## config.mk

```make
export PLATFORM = sky130hd
export DESIGN_NAME = hilo_muldiv_ctrl_flat
export DESIGN_NICKNAME = d
export VERILOG_FILES = /design/src/rtl/hilo_muldiv_ctrl_if.sv /design/src/rtl/hilo_muldiv_ctrl.sv /design/src/flat_wrapper.sv
export SDC_FILE = /design/constraint.sdc
export NUM_CORES = 1
export LEC_CHECK = 0
export CAP_MARGIN = 20
export CORE_MARGIN = 2
export CORE_UTILIZATION = 48
export CTS_CLUSTER_DIAMETER = 30
export DETAILED_ROUTE_END_ITERATION = 8
export PLACE_DENSITY = 0.69
export SYNTH_ARGS = -nofsm -noshare
export SYNTH_HDL_FRONTEND = slang
export SYNTH_SLANG_ARGS = --single-unit
```

## constraint.sdc

```tcl
create_clock -name clk -period 7 [get_ports clk]
set_input_delay 1.05 -clock clk [delete_from_list [all_inputs] [get_ports clk]]
set_output_delay 1.05 -clock clk [all_outputs]
set_load 0.1 [all_outputs]
```

## src/rtl/hilo_muldiv_ctrl_if.sv

```systemverilog
// -----------------------------------------------------------------------------
// hilo_muldiv_ctrl_if
//   Bundles the EX-stage request signals and the HI/LO sequencer responses.
//
//   Handshake: start is the request-valid and ~busy is the ready. A request is
//   taken on a rising clock edge only when start=1 and busy=0. While stall=1
//   the requester must hold start/op/a/b stable, and they are ignored.
//
//   master (pipeline side) drives: start, op, a, b, mf_req
//   slave  (sequencer side) drives: busy, stall, hi_out, lo_out, hilo_write
// -----------------------------------------------------------------------------
interface hilo_muldiv_ctrl_if #(
   parameter int WIDTH = 32
);
   logic             start;
   logic [2:0]       op;
   logic [WIDTH-1:0] a;
   logic [WIDTH-1:0] b;
   logic             mf_req;
   logic             busy;
   logic             stall;
   logic [WIDTH-1:0] hi_out;
   logic [WIDTH-1:0] lo_out;
   logic             hilo_write;

   modport master (
      output start, op, a, b, mf_req,
      input  busy, stall, hi_out, lo_out, hilo_write
   );

   modport slave (
      input  start, op, a, b, mf_req,
      output busy, stall, hi_out, lo_out, hilo_write
   );
endinterface

```

## src/rtl/hilo_muldiv_ctrl.sv

```systemverilog
// -----------------------------------------------------------------------------
// hilo_muldiv_ctrl
//   HI/LO sequencer beside the EX stage. Runs iterative multiply (shift-add)
//   and restoring divide, one step per cycle for WIDTH cycles, then applies
//   sign correction and loads the architectural HI/LO pair. MTHI/MTLO load
//   HI/LO directly in one edge.
//
// Ports
//   clk        clock, rising edge
//   rst_n      asynchronous active-low reset
//   bus        slave modport: start/op/a/b/mf_req in; busy/stall/hi_out/
//              lo_out/hilo_write out
//   dbg_state  current FSM state (0 IDLE, 1 CALC, 2 FIX)
//
// op: 0 none, 1 MULT, 2 MULTU, 3 DIV, 4 DIVU, 5 MTHI, 6 MTLO, 7 reserved
// -----------------------------------------------------------------------------
module hilo_muldiv_ctrl #(
   parameter int WIDTH = 32
) (
   input  logic                   clk,
   input  logic                   rst_n,
   hilo_muldiv_ctrl_if.slave      bus,
   output logic [1:0]             dbg_state
);

   localparam logic [2:0] OP_MULT  = 3'd1;
   localparam logic [2:0] OP_MULTU = 3'd2;
   localparam logic [2:0] OP_DIV   = 3'd3;
   localparam logic [2:0] OP_DIVU  = 3'd4;
   localparam logic [2:0] OP_MTHI  = 3'd5;
   localparam logic [2:0] OP_MTLO  = 3'd6;

   localparam int CW = $clog2(WIDTH) + 1;

   typedef enum logic [1:0] {
      S_IDLE = 2'd0,
      S_CALC = 2'd1,
      S_FIX  = 2'd2
   } state_t;

   state_t           state_q, state_d;
   logic [CW-1:0]    cnt_q;
   // Upper half: multiply accumulator / divide remainder.
   // Lower half: multiplier being shifted out / dividend shifting into quotient.
   logic [2*WIDTH-1:0] acc_q;
   logic [WIDTH-1:0] opnd_q;      // multiplicand or divisor magnitude
   logic             is_div_q;
   logic             sign_xor_q;  // product / quotient negative
   logic             sign_a_q;    // remainder takes dividend sign
   logic             dbz_q;
   logic [WIDTH-1:0] hi_q, lo_q;
   logic             hilo_write_q;

   // Request decode
   logic idle_accept, op_md, op_signed, op_mt;
   logic a_neg, b_neg;
   logic [WIDTH-1:0] a_mag, b_mag;

   always_comb begin
      op_md     = (bus.op == OP_MULT) || (bus.op == OP_MULTU) ||
                  (bus.op == OP_DIV)  || (bus.op == OP_DIVU);
      op_signed = (bus.op == OP_MULT) || (bus.op == OP_DIV);
      op_mt     = (bus.op == OP_MTHI) || (bus.op == OP_MTLO);
      idle_accept = (state_q == S_IDLE) && bus.start;
      a_neg     = op_signed && bus.a[WIDTH-1];
      b_neg     = op_signed && bus.b[WIDTH-1];
      a_mag     = a_neg ? (~bus.a + 1'b1) : bus.a;
      b_mag     = b_neg ? (~bus.b + 1'b1) : bus.b;
   end

   // One iteration step for each algorithm
   logic [WIDTH:0]     mul_sum;
   logic [2*WIDTH-1:0] mul_next;
   logic [WIDTH:0]     div_shift;
   logic [WIDTH+1:0]   div_diff;
   logic [2*WIDTH-1:0] div_next;

   always_comb begin
      mul_sum   = {1'b0, acc_q[2*WIDTH-1:WIDTH]} +
                  (acc_q[0] ? {1'b0, opnd_q} : {(WIDTH+1){1'b0}});
      mul_next  = {mul_sum, acc_q[WIDTH-1:1]};
      // Remainder shifted left with the next dividend bit; the carry bit is
      // kept because it can exceed WIDTH bits before the trial subtract.
      div_shift = {acc_q[2*WIDTH-1:WIDTH], acc_q[WIDTH-1]};
      div_diff  = {1'b0, div_shift} - {2'b00, opnd_q};
      if (div_diff[WIDTH+1]) begin
         div_next = {div_shift[WIDTH-1:0], acc_q[WIDTH-2:0], 1'b0};
      end else begin
         div_next = {div_diff[WIDTH-1:0], acc_q[WIDTH-2:0], 1'b1};
      end
   end

   // Sign correction applied in FIX
   logic [2*WIDTH-1:0] mul_res;
   logic [WIDTH-1:0]   quo, rem, div_lo, div_hi;

   always_comb begin
      mul_res = sign_xor_q ? (~acc_q + 1'b1) : acc_q;
      quo     = acc_q[WIDTH-1:0];
      rem     = acc_q[2*WIDTH-1:WIDTH];
      // With a zero divisor every trial subtract succeeds, so the quotient
      // would be all ones in magnitude and the remainder is |A|; the sign fix
      // on the remainder then restores A. Only LO needs overriding.
      if (dbz_q) begin
         div_lo = {WIDTH{1'b1}};
      end else begin
         div_lo = sign_xor_q ? (~quo + 1'b1) : quo;
      end
      div_hi  = sign_a_q ? (~rem + 1'b1) : rem;
   end

   // FSM next state
   always_comb begin
      state_d = state_q;
      case (state_q)
         S_IDLE: if (idle_accept && op_md) state_d = S_CALC;
         S_CALC: if (cnt_q == CW'(WIDTH - 1)) state_d = S_FIX;
         S_FIX:  state_d = S_IDLE;
         default: state_d = S_IDLE;
      endcase
   end

   always_ff @(posedge clk or negedge rst_n) begin
      if (!rst_n) begin
         state_q <= S_IDLE;
      end else begin
         state_q <= state_d;
      end
   end

   // Datapath and architectural HI/LO
   always_ff @(posedge clk or negedge rst_n) begin
      if (!rst_n) begin
         cnt_q        <= '0;
         acc_q        <= '0;
         opnd_q       <= '0;
         is_div_q     <= 1'b0;
         sign_xor_q   <= 1'b0;
         sign_a_q     <= 1'b0;
         dbz_q        <= 1'b0;
         hi_q         <= '0;
         lo_q         <= '0;
         hilo_write_q <= 1'b0;
      end else begin
         hilo_write_q <= 1'b0;
         case (state_q)
            S_IDLE: begin
               if (idle_accept && op_md) begin
                  cnt_q      <= '0;
                  acc_q      <= {{WIDTH{1'b0}}, a_mag};
                  opnd_q     <= b_mag;
                  is_div_q   <= (bus.op == OP_DIV) || (bus.op == OP_DIVU);
                  sign_xor_q <= a_neg ^ b_neg;
                  sign_a_q   <= a_neg && (bus.op == OP_DIV);
                  dbz_q      <= (bus.b == '0);
               end else if (idle_accept && op_mt) begin
                  if (bus.op == OP_MTHI) hi_q <= bus.a;
                  else                   lo_q <= bus.a;
                  hilo_write_q <= 1'b1;
               end
            end
            S_CALC: begin
               cnt_q <= cnt_q + 1'b1;
               acc_q <= is_div_q ? div_next : mul_next;
            end
            S_FIX: begin
               if (is_div_q) begin
                  hi_q <= div_hi;
                  lo_q <= div_lo;
               end else begin
                  hi_q <= mul_res[2*WIDTH-1:WIDTH];
                  lo_q <= mul_res[WIDTH-1:0];
               end
               hilo_write_q <= 1'b1;
            end
            default: ;
         endcase
      end
   end

   assign bus.busy       = (state_q != S_IDLE);
   assign bus.stall      = bus.busy && (bus.start || bus.mf_req);
   assign bus.hi_out     = hi_q;
   assign bus.lo_out     = lo_q;
   assign bus.hilo_write = hilo_write_q;
   assign dbg_state      = state_q;

endmodule

```

## src/flat_wrapper.sv

```systemverilog
// flat-port wrapper written by rule: the top's interface ports become plain ports
module hilo_muldiv_ctrl_flat 
#(
   parameter int WIDTH = 32
)
  (clk, rst_n, dbg_state, bus_start, bus_op, bus_a, bus_b, bus_mf_req, bus_busy, bus_stall, bus_hi_out, bus_lo_out, bus_hilo_write);
  hilo_muldiv_ctrl_if #(.WIDTH(WIDTH)) bus_i ();
  input  logic clk;
  input  logic rst_n;
  output logic [1:0] dbg_state;
  input wire logic [$bits(bus_i.start)-1:0] bus_start;
  input wire logic [$bits(bus_i.op)-1:0] bus_op;
  input wire logic [$bits(bus_i.a)-1:0] bus_a;
  input wire logic [$bits(bus_i.b)-1:0] bus_b;
  input wire logic [$bits(bus_i.mf_req)-1:0] bus_mf_req;
  output wire logic [$bits(bus_i.busy)-1:0] bus_busy;
  output wire logic [$bits(bus_i.stall)-1:0] bus_stall;
  output wire logic [$bits(bus_i.hi_out)-1:0] bus_hi_out;
  output wire logic [$bits(bus_i.lo_out)-1:0] bus_lo_out;
  output wire logic [$bits(bus_i.hilo_write)-1:0] bus_hilo_write;
  assign bus_i.start = bus_start;
  assign bus_i.op = bus_op;
  assign bus_i.a = bus_a;
  assign bus_i.b = bus_b;
  assign bus_i.mf_req = bus_mf_req;
  assign bus_busy = bus_i.busy;
  assign bus_stall = bus_i.stall;
  assign bus_hi_out = bus_i.hi_out;
  assign bus_lo_out = bus_i.lo_out;
  assign bus_hilo_write = bus_i.hilo_write;
  hilo_muldiv_ctrl #(.WIDTH(WIDTH)) u_core (.clk(clk), .rst_n(rst_n), .bus(bus_i), .dbg_state(dbg_state));
endmodule
```

* After elaboration in Yosys (flattened, before gate mapping)
Cells that the tools add are included.
** Operators by class
- $add $sub $neg :: 8
- Multipliers :: 0
- Order comparisons :: 0
- Bitwise logic cells :: 6
- Eq/ne operators :: 15
- Mux-type cells :: 29
- Divide/modulo/power cells :: 0
- Reductions and logical operators :: 24
- Shifts and indexed selects :: 0
** Operators with widths (number)
- $mux 32 :: 14
- $mux 64 :: 4
- $add 32x1->32 const B :: 4
- $not 32->32 :: 4
- $pmux 32 s2 :: 2
- $pmux 64 s2 :: 1
- $add 64x1->64 const B :: 1
- $not 64->64 :: 1
- $sub 33x32->34 :: 1
- $add 32x33->33 :: 1
- $logic_not 32->1 :: 1
- $pmux 6 s2 :: 1
- $eq 3x3->1 const B :: 3
- $ne 2x2->1 const B :: 4
- $reduce_and 4->1 :: 2
- $logic_and 1x1->1 :: 7
- $logic_or 1x1->1 :: 7
- $add 6x1->6 const B :: 1
- $eq 3x2->1 const B :: 2
- $eq 6x5->1 const B :: 1
- $mux 6 :: 1
- $reduce_and 2->1 :: 3
- $reduce_bool 2->1 :: 3
- $mux 2 :: 2
- other kinds (9) :: 11
** Storage, ports and cells
- Bits in writable memories :: 0
- ROM bits :: 0
- Memories :: 0
- Latch bits :: 0
- Logic and storage cells :: 93
- Bits in registers :: 173
- Output and inout bits :: 69

* Logic depth before layout (Yosys ltp)
Gate-level depths: netlist of the first run.
- Depth in word-level cells :: 7
- Mapped depth :: 16

* Least setup slack after synthesis of the first run
OpenSTA, ideal clock, no wires.
- Kind :: reg-to-reg
- Start :: register u_core.acc_q[31]
- End :: register u_core.acc_q[60]
- Period minus slack after synthesis :: 3.567 ns
- Data arrival time :: 3.446 ns
- Data required time :: 6.878 ns
- Library setup time :: 0.122 ns
- Slack :: 3.433 ns
- Cell stages (with the launch flop) :: 17
- Path through :: dfrtp_1 clkbuf_1 inv_1 ha_1 inv_1 fa_1 a21oi_1 nor2b_1 a311oi_1 a311oi_1 a21oi_1 o32ai_1 a221o_1 a21oi_1 xor2_1 nand3_1 a32o_1
** Between the ends
- Word-level cells in the longest chain between the ends :: 4
** Ends and longest elaborated chain
- start: declaration :: line hilo_muldiv_ctrl.sv:45 : logic [2*WIDTH-1:0] acc_q;
- start signal: assignment :: line hilo_muldiv_ctrl.sv:150 : acc_q <= {{WIDTH{1'b0}}, a_mag};
- start signal: assignment :: line hilo_muldiv_ctrl.sv:164 : acc_q <= is_div_q ? div_next : mul_next;
- $sub 33x32->34 :: line hilo_muldiv_ctrl.sv:85 : div_diff = {1'b0, div_shift} - {2'b00, opnd_q};
- $mux 64 :: line hilo_muldiv_ctrl.sv:86 : if (div_diff[WIDTH+1]) begin
- $mux 64 :: line hilo_muldiv_ctrl.sv:164
- $pmux 64 s2 :: line hilo_muldiv_ctrl.sv:146 : case (state_q)
No other way between the ends.
A chain may end at the register's enable or synchronous reset.

* Final worst setup path of the first run
- Start :: register u_core.acc_q[0]
- End :: register u_core.acc_q[62]
** Between the ends
- Word-level cells in the longest chain between the ends :: 4
** Ends and longest elaborated chain
- $mux 32 :: line hilo_muldiv_ctrl.sv:80 : (acc_q[0] ? {1'b0, opnd_q} : {(WIDTH+1){1'b0}});
- $add 32x33->33 :: line hilo_muldiv_ctrl.sv:79 : mul_sum = {1'b0, acc_q[2*WIDTH-1:WIDTH]} +
- $mux 64 :: line hilo_muldiv_ctrl.sv:164
- $pmux 64 s2 :: line hilo_muldiv_ctrl.sv:146
No other way between the ends.

==> impl_summary.md, run 1 <==
Pwr
The maximum vdd drop is 0.0002207 V. The power per cell area is 508.0 nW/um^2. In this run the static leakage power is 6.704 nW.

Global routing
After global routing the overflow that remains totals 0. The via count of the first global-routing pass is 12.64k. The global-route usage over all layers is between 20% and 30%.

The number of antenna violations at the first check in global routing is 0. The first global-routing pass estimated 67730 um of wire. Entering global routing, the biggest net connects 111 pins.

Hold path
The path category of the worst min-delay check is reg -> reg. The start point of the worst hold path is u_core.bus.lo_out[21]. The worst-case hold path end point is u_core.bus.lo_out[21]. The hold-critical path depth is 1.

Synth
The post-synthesis instance area is 14110 um^2. Sorting the synthesized cells by area gives the leading types as sky130_fd_sc_hd__dfrtp_1, sky130_fd_sc_hd__o21ai_0, sky130_fd_sc_hd__xnor2_1. The most used flip-flop cell after synthesis is sky130_fd_sc_hd__dfrtp_1. The post-synthesis adder-cell area fraction is under 10%. The multiplexer share of the synthesized area is 4.160%. The number of flip-flops and latches in the synthesized netlist is 173.

Synthesis produced a netlist with a net count of 1922. After technology mapping, the gate count stands at 1780. The cell accounting for the most synthesized area is sky130_fd_sc_hd__dfrtp_1. For this run, the number of Yosys warnings is 0. The fraction of synthesized cell area taken by the top area cell type is 30.69%. Sequential cells were found to cover 30.69% of the synthesized design area. The synthesized netlist devotes a little over a tenth of its cell area to XOR and XNOR gates. The count of unique library cells instantiated by Yosys is 66. The simple-gate portion of the synthesized area is 17.24%.

Summing the areas of all compound-gate instances in the mapped netlist gives 26.23% of the synthesized area. Counting flops with an async set or reset pin after synthesis yields a share of 100.0%. After synthesis, the largest family of logic cells by area is compound AO/OA/AOI/OAI gates. Counting flops with a built-in enable in the synthesized netlist gives 0. The synthesized area per cell is 7.925 um^2.

Layout
The number of filler instances in the final layout is 2760. The number of antenna diodes in the final layout is 0. Across the whole layout, storage elements account for between 4000 and 5000 um^2. The net count of the finished layout is 1995. Leaving out fill and tap cells, the most frequent cells in the layout are sky130_fd_sc_hd__o21ai_0, sky130_fd_sc_hd__nand2_1, sky130_fd_sc_hd__dfrtp_1, sky130_fd_sc_hd__a21oi_1, sky130_fd_sc_hd__clkdlybuf4s50_1. The area of the multi-input gates is 9130 um^2.

The fraction of layout cells with a size suffix above 1 is ~4.7%. Leaving out fill and tap cells, the most frequent cell in the layout is sky130_fd_sc_hd__o21ai_0. Relative to the synthesized area, the layout overhead comes to 16.32%.

Setup path
At the worst endpoint, the required time is 7320 ps. The depth of the worst register-to-register path is 14. The reg-to-reg setup timing slack is 2440 ps. The worst register-to-register path begins at u_core.acc_q[0]. STA classifies the critical path startpoint as a flop. The largest driver fanout on the critical path is 32.

The type of element capturing the critical path is a flop. STA puts the critical path data arrival time at 4880 ps. The capturing point of the worst reg2reg path is u_core.acc_q[62].

The type of the worst setup path is reg -> reg.

Detailed routing
The number of nets with antenna violations after detailed routing is 0. For this block, the routed nets add up to 42240 um of wire. After the first detailed-routing iteration, the DRC count stood at between 1k and 1.5k.

Dividing the detail-routed via count by the number of cells gives 6.023. The count of vias placed by the detailed router is between 10k and 15k. The number of DRC violations after detailed routing is 0.

The detailed-routing iteration count for the pre-antenna-repair pass is 5. In the final routed layout, each cell accounts on average for roughly 19 um.

Floorplanning
The number of top-level pins is 140. The die is about 180 um tall. In this run the core area contains 62 standard-cell rows.

The area of the core is 28860 um^2. The x dimension of the die is 175.4 um. The die covers 30780 um^2.

The starting utilization of the core area is about half.

Clock tree
The number of instances resized during post-cts repair is 0. The number of H-tree levels is 4. TritonCTS built the clock tree. The post-CTS setup buffer count is 0. For this design, the sink count on the clock tree is 173. Clock-pin slew was measured on the worst setup and hold paths at 80 ps. The longest clock path from root to sink contains 2 buffers.

The quantity of hold-fixing buffers added after cts is 0. The root cell of the clock tree is sky130_fd_sc_hd__clkbuf_16. The number of clock buffers inserted by TritonCTS is 17. The clock latency of the later-clocked register in the worst-skew pair is 440 ps.

Timing
On the final layout, the worst clock skew is 17.81 ps. The final-report hold violation count is 0. The worst slew margin relative to its limit is 30.78%.

At the pin with the least slew margin, the transition time is 1037 ps. Setup violations remaining at the end of the flow were counted as 0. The final worst-path setup slack is 2440 ps. The max-slew violation count is 0. The final critical-path share of the clock period is 65.14%. The achievable frequency is around 220 MHz.

The final critical-path required period is 4560 ps. Setup total negative slack on the finished layout was measured at 0 ps. Setup repair after global routing left no endpoint under its margin.

Placement
Input and output buffers added on the ports amount to 139. After legalization and detailed placement, the total HPWL measured 31340 um. At the placement stage, the worst setup path has a slack of roughly 2200 ps.

The final weighted congestion in routability-driven placement is 0.9681.

Flow run
The number of max-capacitance violations reported is 0.

Status
The flow ran to the end, and the final reports show no timing, DRC or antenna violations.
-- flip-flops by register name, indices dropped and copies added (netlist names) --
signal                 cells
u_core.dbg_state           2
u_core.bus.hilo_write      1
u_core.sign_a_q            1
u_core.opnd_q             32
u_core.cnt_q               6
u_core.bus.lo_out         32
u_core.bus.hi_out         32
u_core.dbz_q               1
u_core.acc_q              64
u_core.sign_xor_q          1
u_core.is_div_q            1
-- synthesized netlist by cell type, types with 15 or more instances --
| master | n |
|---|---|
| sky130_fd_sc_hd__o21ai_0 | 229 |
| sky130_fd_sc_hd__a21o_1 | 32 |
| sky130_fd_sc_hd__o22ai_1 | 38 |
| sky130_fd_sc_hd__nand2_1 | 187 |
| sky130_fd_sc_hd__nor4_1 | 16 |
| sky130_fd_sc_hd__dfrtp_1 | 173 |
| sky130_fd_sc_hd__o211ai_1 | 34 |
| sky130_fd_sc_hd__inv_1 | 70 |
| sky130_fd_sc_hd__a211oi_1 | 18 |
| sky130_fd_sc_hd__nor2b_1 | 15 |
| sky130_fd_sc_hd__a21oi_1 | 146 |
| sky130_fd_sc_hd__xnor2_1 | 99 |
| sky130_fd_sc_hd__nand3_1 | 41 |
| sky130_fd_sc_hd__ha_1 | 69 |
| sky130_fd_sc_hd__o31ai_1 | 21 |
| sky130_fd_sc_hd__nor2_1 | 129 |
| sky130_fd_sc_hd__or3_1 | 28 |
| sky130_fd_sc_hd__mux2i_1 | 44 |
| sky130_fd_sc_hd__clkbuf_1 | 96 |
| sky130_fd_sc_hd__nor3_1 | 30 |
| sky130_fd_sc_hd__a22oi_1 | 15 |
| sky130_fd_sc_hd__xor2_1 | 69 |
-- final cells by class --
type / instances / area share (%)
multi-input cells: 1431 / 55.64
flip-flops and latches: 173 / 26.41
repair buffers: 160 / 9.715
well taps: 384 / 2.928
clock buffers: 18 / 2.677
inverters: 70 / 1.601
clock inverters: 14 / 1.029
-- cell families after synthesis --
kind of cell,after synthesis
simple gates,519
buf+inv,176
mux,57
xor+xnor,168
compound gates,616
flops,173
fa+ha+maj,71
-- worst max-delay path by stage --
stage | start | end | slack, ps
after floorplan | u_core.acc_q[31] | u_core.acc_q[60] | 3430
after global placement | u_core.acc_q[31] | u_core.acc_q[46] | 2330
after detailed placement | u_core.acc_q[31] | u_core.acc_q[47] | 2250
after CTS | u_core.acc_q[31] | u_core.acc_q[47] | 2190
after global routing | u_core.acc_q[0] | u_core.acc_q[62] | 2180
final | u_core.acc_q[0] | u_core.acc_q[62] | 2440
-- power breakdown --
part,total (mW),switching (mW),internal (mW)
clock,1.00,0.479,0.524
sequential,1.97,0.589,1.38
combinational,5.37,3.34,2.03
-- routing by layer --
layer,track usage (%),share of wire [%]
met4,8.747,2.4
met1,37.81,45
met2,45.14,47
met3,2.554,5.5
met5,0,0
-- metrics by stage --
stage	instances	cell area [um^2]	hold WS (ps)	power (mW)	utilization, %
2_1_floorplan	1780	14110	449.8	5.922	-
3_3_place_gp	2215	15730	460.1	7.161	54.52
3_5_place_dp	2215	15730	465.0	7.229	54.52
4_1_cts	2247	16340	484.3	8.256	56.63
5_1_grt	2250	16410	501.5	8.928	56.86
6_report	2250	16410	477.6	8.335	56.86
-- critical path, stage by stage (launching register included) --
cell	delay, ps
sky130_fd_sc_hd__dfrtp_1	480
sky130_fd_sc_hd__inv_1	790
sky130_fd_sc_hd__nor2_1	120
sky130_fd_sc_hd__ha_1	380
sky130_fd_sc_hd__o21ai_0	110
sky130_fd_sc_hd__nor2_1	150
sky130_fd_sc_hd__o21ai_0	240
sky130_fd_sc_hd__o41ai_1	700
sky130_fd_sc_hd__a21oi_1	280
sky130_fd_sc_hd__o21a_1	280
sky130_fd_sc_hd__a21oi_1	240
sky130_fd_sc_hd__a21o_1	150
sky130_fd_sc_hd__a21oi_1	70
sky130_fd_sc_hd__xnor2_1	120
sky130_fd_sc_hd__a221o_1	320
No activity file was read; power rests on OpenSTA's default activity.
==> run 2: changes to the inputs <==
Clock period 7 ns to 4.7 ns, I/O delays scaled along.
==> run 2 against run 1 <==
Via count is 0.64% higher. Clock skew rose by 1.9 ps. Cell count is 0.62% higher. Worst setup slack got worse by 1800 ps. Register-to-register slack got worse by 1800 ps. Fmax up 13%. Cell area increased by 0.83%. Sequential share of layout area is 0.22 points lower. Flip-flop and latch count unchanged. Critical path depth shrank 1. Largest cell class unchanged.
==> impl_summary.md, run 2 (synthesis results as in run 1) <==
Clock tree
The number of instances resized during post-cts repair is 0. For this design, the sink count on the clock tree is about 170. The root cell of the clock tree is sky130_fd_sc_hd__clkbuf_16. The clock latency of the later-clocked register in the worst-skew pair is 440 ps. The number of H-tree levels is 4. The quantity of hold-fixing buffers added after cts is 0. After clock tree synthesis, the clock-pin slew on the worst setup and hold paths is 70 ps. The clock tree buffer depth is 2. The TritonCTS clock tree is built. TritonCTS created 17 clock buffers. The post-CTS setup buffer count is 0.

Placement
In this run the tool buffered the top-level ports with 139 buffer cells. The count of placed standard cells including taps is between 2k and 2.5k. Detailed placement ended at an HPWL of roughly 33000 um. The placed cell area is 15890 um^2. The final weighted congestion in routability-driven placement is just under 1.

Flow run
Across the run, the number of max-cap violations was 0.

Setup path
The path length in cells of the critical path is 13. The largest driver fanout on the critical path is 38. The cell with the largest stage delay on the worst path is sky130_fd_sc_hd__o31ai_1.

On the critical path the largest part of the delay comes from compound AO/OA/AOI/OAI gates. The critical path startpoint category is a flop. The number of buffers and inverters on the critical path is 1. Traced cell by cell, the critical path runs through ha_1 -> nor2b_1 -> o31a_1 -> o21a_1 -> o31ai_1 -> o41ai_1 -> a221o_1 -> a41oi_1 -> nor2_2 -> buf_12 -> mux2_2 -> a21oi_1 -> o21ai_0. Measured in cells, the most critical reg-to-reg path has a length of 13. On the worst path, the slowest cell contributes a delay of 640 ps.

Data arrives at the worst endpoint at 4310 ps. The critical path is of the reg -> reg type. Data on the critical path is required at its endpoint by between 4000 and 5000 ps. The type of element capturing the critical path is a flop.

Detailed routing
Dividing the detail-routed wire length by the instance count gives 19.20 um. For this run, design rule violations remaining after detail routing come to 0. Detailed routing inserted a total of 13.64k vias. For this block, the routed nets add up to roughly 43000 um of wire. Before antenna repair, the detailed router went through 5 iterations. In this run the remaining antenna-violating nets after routing total 0.

Dividing the detail-routed via count by the number of cells gives 6.024. The DRC marker count from the first detailed-route iteration is 987.

Layout
The cell area after layout is ~17000 um^2. After the last flow step, the layout net total stands at 2011. Compared with the post-synthesis result, the final layout area differs by 17.29%.

The fraction of layout cells with a size suffix above 1 is under 10%. The antenna diode instance count is 0. The largest register by flop count is u_core.acc_q. In the layout the commonest cells are sky130_fd_sc_hd__o21ai_0, sky130_fd_sc_hd__nand2_1, sky130_fd_sc_hd__dfrtp_1, sky130_fd_sc_hd__a21oi_1, sky130_fd_sc_hd__clkdlybuf4s50_1. The library cell used most frequently in the layout, excluding fill and tap cells, is sky130_fd_sc_hd__o21ai_0. The number of filler instances in the final layout is 2676. The count of cells in the finished layout, fillers not included, comes to 2264.

The flip-flop count of the largest register after layout is 64. The final core utilization is roughly 57%.

Timing
Headroom to the max-slew limit came out at 32.78%. Setup total negative slack on the finished layout was measured at 0 ps. The final-report hold violation count is 0.

Setup repair after global routing left no endpoint under its margin. Subtracting the final worst setup slack from the clock period gives 4042 ps. The number of endpoints failing setup at the final stage is 0. The worst clock skew is 19.76 ps. Timing would allow up to 247.4 MHz.

At the pin with the least slew margin, the transition time is between 1000 and 1500 ps. The max-slew violation count came to 0. The worst path uses 86.01% of the clock period.

Pwr
Power spread over the standard cell area amounts to 754.6 nW/um^2. The power consumption is 12.49 mW. In this run the static leakage power is 6.783 nW. VDD sags by at most 0.0003324 V.

Global routing
The global route total overflow is 0. Entering global routing, the biggest net connects 107 pins. Across every metal layer, demand over resource in global routing totals 28.36%. The number of antenna violations at the first check in global routing is 0. The wire length of the first global-routing pass is 70370 um. The via count of the first global-routing pass was roughly 13k.

Floorplanning
The area of the core is 28860 um^2. Once the floorplan was initialized, standard cells occupied around half of the core. The floorplan step set the die width to 175.4 um. The number of top-level pins is 140. The count of standard-cell rows is 62. The die height is 175.4 um. The full die area is 30780 um^2.

Hold path
The min-delay analysis places its worst path in the category in -> async.

Status
The flow ran to the end, and the final reports show no timing, DRC or antenna violations.
[run 2: worst reg2reg max path, stage by stage (launching register included)]
cell and delay [ps]:
sky130_fd_sc_hd__dfrtp_1 550, sky130_fd_sc_hd__ha_1 300, sky130_fd_sc_hd__nor2b_1 140, sky130_fd_sc_hd__o31a_1 240, sky130_fd_sc_hd__o21a_1 190, sky130_fd_sc_hd__o31ai_1 640, sky130_fd_sc_hd__o41ai_1 230, sky130_fd_sc_hd__a221o_1 420
sky130_fd_sc_hd__a41oi_1 350, sky130_fd_sc_hd__nor2_2 80, sky130_fd_sc_hd__buf_12 200, sky130_fd_sc_hd__mux2_2 300, sky130_fd_sc_hd__a21oi_1 150, sky130_fd_sc_hd__o21ai_0 90
[run 2: worst paths after layout]
path                                        from               endpoint  slack (ps)
min reg2reg                u_core.bus.lo_out[17]  u_core.bus.lo_out[17]         480
max in group asynchronous                  rst_n      u_core.opnd_q[21]        3840
min                                        rst_n        u_core.acc_q[8]         110
max                             u_core.acc_q[32]       u_core.acc_q[47]         660
min in group clk           u_core.bus.lo_out[17]  u_core.bus.lo_out[17]         480
max reg2reg                     u_core.acc_q[32]       u_core.acc_q[47]         660
[run 2: cell type report]
cell class                      count  area [um^2]  share of cell area [%]
Tap cell                          384        480.5                   2.904
Sequential cell                   173         4333                   26.19
Clock inverter                     13        177.7                   1.074
Clock buffer                       17        425.4                   2.571
Inverter                           70        262.8                   1.588
Multi-Input combinational cell   1431         9130                   55.18
Timing Repair Buffer              176         1735                   10.49
[run 2: power breakdown]
group	total [mW]	internal (mW)	switching (mW)	leakage (nW)
Combinational	8.06	3.09	4.98	4.35
Clock	1.50	0.847	0.654	0.290
Sequential	2.92	2.05	0.872	2.15
[run 2: per-stage QoR]
step / worst slack [ps] / hold WS, ps
3_5_place_dp: 758.6 / 469.5
4_1_cts: 741.7 / 441.4
5_1_grt: 330.6 / 113.7
3_3_place_gp: 781.3 / 461.3
2_1_floorplan: 1133 / 409.4
6_report: 657.7 / 107.5
[run 2: metal layers]
metal	track usage [%]	up-vias	wire, um
met4	10.67	0	1364
met3	2.727	89	2489
met1	37.92	6473	18960
met2	47.70	465	20650
met5	0	-	0
li1	-	6611	-
